<file path="src/rtl/rf_write_arbiter.sv">
// Writeback arbiter for the register file write port.
// Two in-order source FIFOs (ALU, MEM) drained round-robin into a registered write stage.

module rf_wb_fifo #(
    parameter int DW    = 8,
    parameter int AW    = 5,
    parameter int NREG  = 8,
    parameter int DEPTH = 2
) (
    input  logic            clk,
    input  logic            rst,
    input  logic            push_valid,
    output logic            push_ready,
    input  logic [AW-1:0]   push_addr,
    input  logic [DW-1:0]   push_data,
    input  logic            pop,
    output logic            head_valid,
    output logic [AW-1:0]   head_addr,
    output logic [DW-1:0]   head_data,
    output logic [NREG-1:0] busy,
    output logic            empty
);

    localparam int PW = (DEPTH > 1) ? $clog2(DEPTH) : 1;

    logic [DEPTH-1:0] vld_q, vld_d;
    logic [PW-1:0]    rd_q, rd_d;
    logic [PW-1:0]    wr_q, wr_d;
    logic [AW-1:0]    addr_q [DEPTH];
    logic [AW-1:0]    addr_d [DEPTH];
    logic [DW-1:0]    data_q [DEPTH];
    logic [DW-1:0]    data_d [DEPTH];
    logic             push;

    function automatic logic [PW-1:0] ptr_inc(input logic [PW-1:0] p);
        if (p == PW'(DEPTH - 1)) begin
            return '0;
        end
        return p + 1'b1;
    endfunction

    // Per-slot valid bits: the write slot being occupied means full.
    assign push_ready = ~vld_q[wr_q];
    assign push       = push_valid & push_ready;
    assign head_valid = vld_q[rd_q];
    assign head_addr  = addr_q[rd_q];
    assign head_data  = data_q[rd_q];
    assign empty      = ~|vld_q;

    // Pop clears the head slot, push fills the tail slot; push applied last.
    always_comb begin
        vld_d  = vld_q;
        rd_d   = rd_q;
        wr_d   = wr_q;
        addr_d = addr_q;
        data_d = data_q;
        if (pop) begin
            vld_d[rd_q] = 1'b0;
            rd_d        = ptr_inc(rd_q);
        end
        if (push) begin
            vld_d[wr_q]  = 1'b1;
            addr_d[wr_q] = push_addr;
            data_d[wr_q] = push_data;
            wr_d         = ptr_inc(wr_q);
        end
    end

    // Queued destination registers; register 0 and out-of-range never mark busy.
    always_comb begin
        busy = '0;
        for (int i = 0; i < DEPTH; i++) begin
            for (int r = 1; r < NREG; r++) begin
                if (vld_q[i] && (addr_q[i] == AW'(r))) begin
                    busy[r] = 1'b1;
                end
            end
        end
    end

    // FIFO state registers.
    always_ff @(posedge clk) begin
        if (rst) begin
            vld_q  <= '0;
            rd_q   <= '0;
            wr_q   <= '0;
            addr_q <= '{default: '0};
            data_q <= '{default: '0};
        end else begin
            vld_q  <= vld_d;
            rd_q   <= rd_d;
            wr_q   <= wr_d;
            addr_q <= addr_d;
            data_q <= data_d;
        end
    end

endmodule

module rf_write_arbiter #(
    parameter int DW    = 8,
    parameter int AW    = 5,
    parameter int NREG  = 8,
    parameter int DEPTH = 2
) (
    input  logic            clk,
    input  logic            rst,
    input  logic            alu_valid,
    output logic            alu_ready,
    input  logic [AW-1:0]   alu_addr,
    input  logic [DW-1:0]   alu_data,
    input  logic            mem_valid,
    output logic            mem_ready,
    input  logic [AW-1:0]   mem_addr,
    input  logic [DW-1:0]   mem_data,
    output logic            rf_we,
    output logic [AW-1:0]   rf_wa,
    output logic [DW-1:0]   rf_wd,
    output logic [NREG-1:0] busy_mask,
    output logic            idle
);

    typedef enum logic {
        SRC_ALU = 1'b0,
        SRC_MEM = 1'b1
    } src_e;

    src_e             rr_last_q, rr_last_d;
    logic             rf_we_q, rf_we_d;
    logic [AW-1:0]    rf_wa_q, rf_wa_d;
    logic [DW-1:0]    rf_wd_q, rf_wd_d;

    logic             alu_hv, mem_hv;
    logic [AW-1:0]    alu_ha, mem_ha;
    logic [DW-1:0]    alu_hd, mem_hd;
    logic [NREG-1:0]  alu_busy, mem_busy, out_busy;
    logic             alu_empty, mem_empty;
    logic             gnt_alu, gnt_mem;

    function automatic logic addr_ok(input logic [AW-1:0] a);
        return (a != '0) && (int'(a) < NREG);
    endfunction

    rf_wb_fifo #(
        .DW(DW), .AW(AW), .NREG(NREG), .DEPTH(DEPTH)
    ) u_alu_fifo (
        .clk        (clk),
        .rst        (rst),
        .push_valid (alu_valid),
        .push_ready (alu_ready),
        .push_addr  (alu_addr),
        .push_data  (alu_data),
        .pop        (gnt_alu),
        .head_valid (alu_hv),
        .head_addr  (alu_ha),
        .head_data  (alu_hd),
        .busy       (alu_busy),
        .empty      (alu_empty)
    );

    rf_wb_fifo #(
        .DW(DW), .AW(AW), .NREG(NREG), .DEPTH(DEPTH)
    ) u_mem_fifo (
        .clk        (clk),
        .rst        (rst),
        .push_valid (mem_valid),
        .push_ready (mem_ready),
        .push_addr  (mem_addr),
        .push_data  (mem_data),
        .pop        (gnt_mem),
        .head_valid (mem_hv),
        .head_addr  (mem_ha),
        .head_data  (mem_hd),
        .busy       (mem_busy),
        .empty      (mem_empty)
    );

    // Round-robin grant: on a tie the source not granted last wins.
    always_comb begin
        gnt_alu = alu_hv & (~mem_hv | (rr_last_q == SRC_MEM));
        gnt_mem = mem_hv & ~gnt_alu;
    end

    // Output stage load: invalid destinations consume the slot with we=0.
    always_comb begin
        rr_last_d = rr_last_q;
        rf_we_d   = 1'b0;
        rf_wa_d   = rf_wa_q;
        rf_wd_d   = rf_wd_q;
        if (gnt_alu) begin
            rr_last_d = SRC_ALU;
            rf_we_d   = addr_ok(alu_ha);
            rf_wa_d   = alu_ha;
            rf_wd_d   = alu_hd;
        end else if (gnt_mem) begin
            rr_last_d = SRC_MEM;
            rf_we_d   = addr_ok(mem_ha);
            rf_wa_d   = mem_ha;
            rf_wd_d   = mem_hd;
        end
    end

    // Register on the output stage counts as pending until it leaves.
    always_comb begin
        out_busy = '0;
        for (int r = 1; r < NREG; r++) begin
            if (rf_we_q && (rf_wa_q == AW'(r))) begin
                out_busy[r] = 1'b1;
            end
        end
    end

    assign busy_mask = alu_busy | mem_busy | out_busy;
    assign idle      = alu_empty & mem_empty & ~rf_we_q;
    assign rf_we     = rf_we_q;
    assign rf_wa     = rf_wa_q;
    assign rf_wd     = rf_wd_q;

    // Arbiter pointer and write-port registers.
    always_ff @(posedge clk) begin
        if (rst) begin
            rr_last_q <= SRC_MEM;
            rf_we_q   <= 1'b0;
            rf_wa_q   <= '0;
            rf_wd_q   <= '0;
        end else begin
            rr_last_q <= rr_last_d;
            rf_we_q   <= rf_we_d;
            rf_wa_q   <= rf_wa_d;
            rf_wd_q   <= rf_wd_d;
        end
    end

endmodule

</file>
<file path="config.mk">
export PLATFORM = sky130hd
export DESIGN_NAME = rf_write_arbiter
export DESIGN_NICKNAME = d
export VERILOG_FILES = /design/src/rtl/rf_write_arbiter.sv
export SDC_FILE = /design/constraint.sdc
export NUM_CORES = 1
export LEC_CHECK = 0
export ABC_AREA = 1
export ABC_CLOCK_PERIOD_IN_PS = 2200
export CAP_MARGIN = 20
export CORE_MARGIN = 10
export CORE_UTILIZATION = 48
export CTS_CLUSTER_DIAMETER = 60
export DETAILED_ROUTE_END_ITERATION = 10
export GPL_ROUTABILITY_DRIVEN = 1
export PLACE_DENSITY = 0.82
export SETUP_SLACK_MARGIN = 0.05
export SLEW_MARGIN = 10
export SYNTH_ARGS = -nofsm -noshare
export SYNTH_HDL_FRONTEND = slang
export SYNTH_SLANG_ARGS = --single-unit
</file>
<file path="constraint.sdc">
create_clock -name clk -period 2.2 [get_ports clk]
set_clock_uncertainty 0.05 [all_clocks]
set_input_delay 0.66 -clock clk [delete_from_list [all_inputs] [get_ports clk]]
set_output_delay 0.66 -clock clk [all_outputs]
set_load 0.1 [all_outputs]
</file>
==> metrics.cfg, run 1 <==
[floorplan]
start_util_pct=50.1
die_y_um=107
io_pins=55
core.rowCount=31
coreArea_sq_mm=0.00733
fp.dieW_um=107
die-area_sq_mm=0.0115

[cts]
cts_buffers=9
cts_hold_buf=0
path_clk_slew_ns=0.07
clockBufferDepth=2
clock_sinks=75
cts-root-buf=clkbuf_8
cts_tree=done
clock_latency_ns=0.36
cts_htree_levels=3

[synth]
synth_compound_area_share_pct=20.2
synth_warnings=0
ys_seq_area_share_pct=40.9
synth_ff_type=dfxtp_1
synth_top_family_by_area=simple AND/OR/NAND/NOR gates
synthTopCellsByArea=dfxtp_1 (41%), o21ai_0 (10%), nand2_1 (9.3%), a21oi_1 (8.2%), inv_1 (7.1%)
synth.area.mux_share_pct=0.818
synthesis.area_sq_mm=0.00367
synth_async_sr_flop_share_pct=0
synth-simple-area-share_pct=26.5
synth_nets=573
synth_edf_count=0
synth_fa_ha_area_share_pct=0
synth_top_area_cell=dfxtp_1
netlist.area_leader.share_pct=40.9
yosys.cell_types.count=27
synthXorXnorAreaFrac_pct=0
synth_cells=543
avgSynthCellArea_sq_um=6.76
synth-seq-cells=75

[setup_path]
criticalPathCategory=flop to output pin
path_buf_inv=2
crit_arrival_ns=1.53
cp_common_cell=nand3_1
critPathMaxStageDelay_ns=0.32
critPathTopFamily=simple AND/OR/NAND/NOR gates
critical_path.cell_chain=inv_2 > nand3_1 > nor2_2 > nand3_1 > nand2_1 > nand3b_1 > buf_12
crit_slowest_cell=dfxtp_1
crit_fanout=4
critPathLaunchType=flop
required_ns=1.49
endpoint_kind=output pin

[route]
vias=3806
detail-route-antenna-nets=0
drt_iter0_markers=261
routed_wl_mm=10.1
dr.pass1.iters=5
drc=0
vias_per_cell=5.40
wl_per_cell_um=14.3

[grt]
antenna_found_initial=0
grt_pass1_wl_mm=16.8
grt_pass1_vias=3646
grt_overflow_total=0
grt.total_usage_pct=17.8
grt_max_degree=53

[sta]
finalHoldViolations=0
period_needed_ns=2.24
period_share_pct=102
max_freq_mhz=446
rsz0062_at_grt=yes
finalWorstSetupSlack_ns=-0.0410
setup_viol=5
finalMaxSlewViolations=0

[pwr]
ir_drop_mv=0.392
power_density_mw_per_mm2=793
power.leakage_uw=0.00199

[placement]
routabilityCongestion=0.948
dpl.hpwl_mm=7.24
post_dp_cell_area_sq_mm=0.00459
port_buffers=53
post-place-ws_ns=0.132

[cells_and_area]
diodes=0
drive_gt1_share_pct=21.3
synthToLayoutAreaGrowth_pct=35.2
fin_area_sq_mm=0.00496
finalNetCount=632

[hold_path]
hold_class=flop to flop

[status]
status=finished with violations
violations=negative setup slack

[flow_run]
cap_violations=0

==> metal layers <==
| layer | vias up | global-route usage (%) | routed length (um) |
|---|---|---|---|
| met5 | - | 0 | 0 |
| met4 | 0 | 8.21 | 307 |
| met3 | 29 | 5.09 | 628 |
| met2 | 130 | 30.9 | 5040 |
| met1 | 1754 | 19.8 | 4120 |
| li1 | 1893 | - | - |
==> cell families after synthesis <==
logic type	Yosys count
compound gates	142
buf+inv	98
flops	75
mux	3
simple gates	224
other cells	1
==> path summary, 6_finish.rpt <==
check / cells after the start / start / slack (ns) / end
worst max-delay path: 7 / u_alu_fifo.addr_q[3] / -0.04 / busy_mask[4]
worst min-delay path: 2 / u_mem_fifo.data_q[2] / 0.39 / u_mem_fifo.data_q[2]
worst max register to register: 6 / u_alu_fifo.rd_q / 0.50 / rf_wa[2]
worst min register to register: 2 / u_mem_fifo.data_q[2] / 0.39 / u_mem_fifo.data_q[2]
==> flip-flops by register name (all words and copies together) (netlist names) <==
register / cells
u_alu_fifo.addr_q: 10
u_alu_fifo.wr_q: 1
u_mem_fifo.data_q: 16
u_mem_fifo.addr_q: 10
rr_last_q: 1
u_alu_fifo.vld_q: 2
u_mem_fifo.vld_q: 2
u_alu_fifo.data_q: 16
rf_wa: 5
u_mem_fifo.wr_q: 1
rf_wd: 8
rf_we: 1
u_mem_fifo.rd_q: 1
u_alu_fifo.rd_q: 1
==> metrics by stage <==
step | setup TNS, ns | util (%) | total power [uW] | hold slack (ns) | std cells
2_1_floorplan | -0.663 | - | 2470 | 0.373 | 543
3_3_place_gp | 0 | 62.6 | 2840 | 0.380 | 679
3_5_place_dp | 0 | 62.6 | 2870 | 0.386 | 679
4_1_cts | -0.0966 | 67.2 | 3930 | 0.397 | 704
5_1_grt | -0.925 | 67.7 | 4140 | 0.420 | 705
6_report | -0.159 | 67.7 | 3930 | 0.395 | 705
==> synthesized netlist by cell type, types with 2 or more instances <==
master    count
dfxtp_1      75
inv_1        69
a21oi_1      60
mux2i_1       3
buf_4         2
o21ai_0      74
nand4_1      11
nand2_4       2
nand2_1      91
inv_2         3
nor3_1        8
nand2_2       3
o31ai_1       2
buf_2         7
nand3_1      45
o21a_1        2
buf_6         5
clkbuf_1     11
nor2_1       61
nand3b_1      2
==> cell type report <==
type | count | area, sq um
Timing Repair Buffer | 74 | 961
Inverter | 72 | 275
Multi-Input combinational cell | 370 | 1870
Clock inverter | 6 | 56.3
Tap cell | 99 | 124
Fill cell | 596 | 2370
Clock buffer | 9 | 124
Sequential cell | 75 | 1550
==> where the power goes <==
| group | leakage (uW) | internal [uW] | switching, uW |
|---|---|---|---|
| clock network | 0.0000989 | 510 | 508 |
| registers | 0.000626 | 1500 | 133 |
| logic | 0.00127 | 457 | 832 |
| total | 0.00199 | 2460 | 1470 |
==> worst reg2reg max path, cell delays in order, from the launching register on <==
cell	delay (ns)
dfxtp_1	0.53
inv_1	0.20
nand2_1	0.14
nand2_4	0.13
a21oi_4	0.31
nand2_1	0.10
a21oi_1	0.16
==> cell usage in the layout, fill, tap and decap left out, types with 2 or more instances in the layout <==
master           synthesis  final
a21oi_1                 60     60
buf_12                   0     26
buf_4                    2     17
buf_6                    5      2
clkbuf_8                 0      9
clkdlybuf4s50_1          0     29
clkinv_2                 0      4
dfxtp_1                 75     55
dfxtp_2                  0     12
dfxtp_4                  0      8
inv_1                   69     53
inv_2                    3     17
inv_4                    0      3
mux2i_1                  3      3
nand2_1                 91     90
nand2_2                  3      4
nand2_4                  2      2
nand3_1                 45     37
nand3_2                  1      7
nand3_4                  0      2
nand3b_1                 2      2
nand4_1                 11     11
nor2_1                  61     55
nor2_2                   0      3
nor2_4                   0      3
nor3_1                   8      4
nor3_2                   0      2
nor3_4                   0      2
o21a_1                   2      2
o21ai_0                 74     72
o21ai_2                  1      3
o31ai_1                  2      2
==> what timing repair did <==
| action | 4_1_cts | 5_1_grt |
|---|---|---|
| resized for setup | 41 | 9 |
| setup endpoints to repair | 8 | 8 |
| pin swaps | 19 | 12 |
| buffers inserted | 10 | 1 |
Note: power is estimated with default switching activity, not from simulation.
==> inputs of run 2 (changes only) <==
Settings changed: CTS_CLUSTER_DIAMETER 60 to 50, SLEW_MARGIN 10 to not set.
==> results of run 2 <==
Same layout as run 1: the final DEF is identical, and so are final timing and power.
